<file path="config.mk">
export PLATFORM = sky130hd
export DESIGN_NAME = updown_counter_mod
export DESIGN_NICKNAME = d
export VERILOG_FILES = /design/src/rtl/updown_counter_mod.sv
export SDC_FILE = /design/constraint.sdc
export NUM_CORES = 1
export LEC_CHECK = 0
export ABC_AREA = 1
export BUFFER_PORTS_ARGS = -buffer_cell sky130_fd_sc_hd__buf_2
export CAP_MARGIN = 25
export CORE_MARGIN = 5
export CORE_UTILIZATION = 35
export CTS_CLUSTER_SIZE = 10
export DETAILED_ROUTE_END_ITERATION = 7
export SYNTH_ARGS = -nofsm -noshare
export SYNTH_HDL_FRONTEND = slang
export SYNTH_SLANG_ARGS = --single-unit
</file>
<file path="constraint.sdc">
create_clock -name clock -period 1.9 [get_ports clock]
set_input_delay 0.095 -clock clock [delete_from_list [all_inputs] [get_ports clock]]
set_output_delay 0.095 -clock clock [all_outputs]
set_load 0.01 [all_outputs]
</file>
<file path="src/rtl/updown_counter_mod.sv">
// Loadable up/down counter with an optional programmable wrap point.
// carry_out is an active-low ripple signal, so several stages can be chained into a wider counter.
module updown_counter_mod #(
  parameter int WIDTH = 4
) (
  input  logic             clock,
  input  logic             reset,
  input  logic             preset_enable,
  input  logic [WIDTH-1:0] preset,
  input  logic             up_down,
  input  logic             carry_in,
  input  logic             mod_enable,
  input  logic [WIDTH-1:0] modulus,
  output logic [WIDTH-1:0] result,
  output logic             carry_out,
  output logic             wrapped
);

  logic [WIDTH-1:0] result_q, result_d;
  logic             wrapped_q, wrapped_d;

  logic [WIDTH-1:0] top;
  logic             at_top;
  logic             at_zero;
  logic             count_en;
  logic             terminal;

  // A preset above top counts as "at top", so the next up-count wraps straight to zero.
  assign top      = mod_enable ? modulus : {WIDTH{1'b1}};
  assign at_top   = (result_q >= top);
  assign at_zero  = (result_q == '0);
  assign count_en = ~carry_in;
  assign terminal = up_down ? at_top : at_zero;

  // Combinational, so the next stage sees its enable within the same cycle.
  assign carry_out = ~(count_en & terminal);

  always_comb begin
    // NOTE: give every always_comb output a default first, or the paths that skip an assignment infer a latch.
    result_d  = result_q;
    wrapped_d = 1'b0;
    if (preset_enable) begin
      result_d = preset;
    end else if (count_en) begin
      if (up_down) begin
        if (at_top) begin
          result_d  = '0;
          wrapped_d = 1'b1;
        end else begin
          result_d = result_q + 1'b1;
        end
      end else begin
        if (at_zero) begin
          result_d  = top;
          wrapped_d = 1'b1;
        end else begin
          result_d = result_q - 1'b1;
        end
      end
    end
  end

  // NOTE: use non-blocking assignments for state, so every flop samples the values from before the edge.
  always_ff @(posedge clock) begin
    if (reset) begin
      result_q  <= '0;
      wrapped_q <= 1'b0;
    end else begin
      result_q  <= result_d;
      wrapped_q <= wrapped_d;
    end
  end

  assign result  = result_q;
  assign wrapped = wrapped_q;

endmodule

</file>
==> summary.md <==
| Metric | Value |
|---|---|
| Synth Instances | `98` |
| DRT Pass-1 Iters | `4` |
| Input/output buffers | `19` |
| HPWL after DPL | `~1300 um` |
| Number of buffers created by CTS | `3` |
| Root Buffer | `clkbuf_4` |
| Peak VDD IR | `320 uV` |
| Core box area | `between 1500 and 2000 um2` |
| Clk_skew | `~0.0013 ns` |
| Most common cell after layout, fill and taps aside | `nand2_1` |
| Synthesized Nets | `118` |
| Setup_tns | `0 ns` |
| Share of layout cells above drive strength 1 | `25.2%` |
| Hold-fix buffers, CTS | `0` |
| Met3 Wirelength | `68 um` |
| Post-CTS Setup Bufs | `0` |
| Top Layer Used | `met3` |
| Drc violations | `0` |
| Slew Limit Fails | `0` |
| Mapped Avg Cell Area | `5.90 um2` |
| H-tree depth | `1` |
| Yosys Warn Count | `0` |
| Most frequent cells in the layout | `nand2_1, inv_1, buf_2` |
| Worst setup SP type | `register` |
| Final Hold Vio Count | `0` |
| Final GP Congestion | `roughly 0.84` |
| Status | `finished, final reports clean` |
| Worst-path maximum fanout | `5` |
| Flip-flop and latch count after synthesis | `5` |
| Largest net degree at the start of global routing | `9` |
| Final wirelength | `approximately 1500 um` |
| # resized after CTS | `0` |
| Iteration-0 DRC Markers | `10` |
| Top cells by area, synth | `nand2_1, dfxtp_1, ha_1` |
| I/O pins | `20` |
| Hold Crit Class | `in2reg` |
| First-pass GRT wire length | `approximately 2500 um` |
| Arr. time, crit path | `1.65 ns` |
| Leakage | `0.000436 uW` |
| Wire per inst | `10.8 um` |
| Pwr Total | `421 uW` |
| CTS Buffer Depth | `2` |
| Clock transition at path regs | `0.04 ns` |
| FMAX | `574 MHz` |
| Req. time, crit path | `1.80 ns` |
| DRT antenna net count | `0` |
| Metal-1 WL | `706 um` |
| Gr usage total | `12.7%` |
| FILL cells | `177` |
| Crit path kind | `reg2out` |
| Clk sink count | `5` |
| Post-DR vias/cell | `4.81` |
| Pwr/cell area | `575 nW/um2` |
| Latest clock arrival within the worst-skew pair | `0.24 ns` |
| Die area | `2560 um2` |
| Initial core utilization | `a little under two fifths` |
| Rows | `14` |
| Die W | `50.6 um` |
| Max-slew headroom | `76.0%` |
| Max-cap violation count | `0` |
| Post-synth top area cell | `nand2_1` |
| DR WL met2 | `about 730 um` |
| Post-Syn Area | `578 um2` |
| Netlist cell types | `18` |
| Final worst path period share | `91.7%` |
| RSZ-0062 raised after global routing | `no` |
| Die H | `50.6 um` |
| Footprint of the multi-input gates | `388 um2` |
| Post-synth top area share | `between 10% and 20%` |
| Number of global-route vias before repair | `approximately 590` |
| Register area | `101 um2` |
| Actual slew at the worst max-slew pin | `between 0.3 and 0.4 ns` |
| Via count | `~670` |
| Min cycle time layout | `1.74 ns` |
| Antenna diodes | `0` |
| Sequential share of the synthesized area | `17.3%` |
| Final #Nets | `144` |
| Initial antenna violation count | `0` |
| Grt ovf | `0` |
| CP Capture Type | `primary output` |
| Hold WS | `about 0.045 ns` |
| Area grow syn2layout | `26.6%` |
| CTS tree | `done` |
| Final Setup Violations | `0` |
## power by group
| part | switching, uW | internal (uW) |
|---|---|---|
| Sequential | 8.49 | 114 |
| Clock | 41.6 | 79.3 |
| Combinational | 104 | 72.5 |
## synthesized netlist by cell type
cell type  number
nor2_1          5
a21oi_1         4
ha_1            6
buf_6           1
nor3_1          1
xor2_1          1
nand4_1         1
nor3b_4         1
nor2_4          1
nor2_2          1
inv_1          20
nand2_2         1
nand3_1        15
inv_2           1
nand2_1        29
o211ai_1        1
o21ai_0         4
dfxtp_1         5
## routing by layer
layer | track usage (%) | vias up
li1 | - | 356
met1 | 16.1 | 298
met2 | 20.7 | 15
met3 | 5.33 | 0
met4 | 1.28 | 0
met5 | 0 | -
## sequential cells by signal, summed over array words and instances (netlist names)
register  count
result        4
wrapped       1
## cells by family after synthesis
family,after synthesis,share of synthesized area [%]
adder cells (fa/ha/maj),6,13.0
buffers and inverters,22,15.6
XOR/XNOR,1,1.52
AO/OA/AOI/OAI,9,8.23
AND/OR/NAND/NOR,55,44.4
flip-flops,5,17.3
## worst max-delay path, stage by stage, from the launching register on
cell and delay (ns):
dfxtp_1 0.32, inv_1 0.11, ha_1 0.30, inv_1 0.05, nand2_1 0.04, nand2_1 0.05, nand2_1 0.05, nand2_1 0.13
nand2_1 0.07, o211ai_1 0.11, buf_2 0.18
## area by class of cell
type,instances,area share [%]
well taps,16,2.74
inverters,21,10.8
flip-flops and latches,5,13.8
clock buffers,4,3.59
multi-input cells,71,53.0
repair buffers,22,16.1
## stage by stage
step / area, um2 / utilization (%) / setup slack (ns) / cells
detailed placement: 704 / 45.7 / 0.380 / 135
global route: 732 / 47.5 / 0.0188 / 139
global placement: 704 / 45.7 / 0.439 / 135
floorplan: 578 / - / 0.359 / 98
CTS: 731 / 47.4 / 0.116 / 139
finish: 732 / 47.5 / 0.158 / 139
## final timing paths
check | startpoint | endpoint | slack, ns | depth (start not counted)
worst min-delay path | preset_enable | wrapped$_SDFF_PP0_ | 0.04 | 2
worst max register to register | result[0]$_SDFFE_PP0P_ | result[1]$_SDFFE_PP0P_ | 0.44 | 11
worst max-delay path | result[0]$_SDFFE_PP0P_ | carry_out | 0.16 | 10
worst min register to register | result[2]$_SDFFE_PP0P_ | result[2]$_SDFFE_PP0P_ | 0.51 | 2
Note: power is estimated with default switching activity, not from simulation.
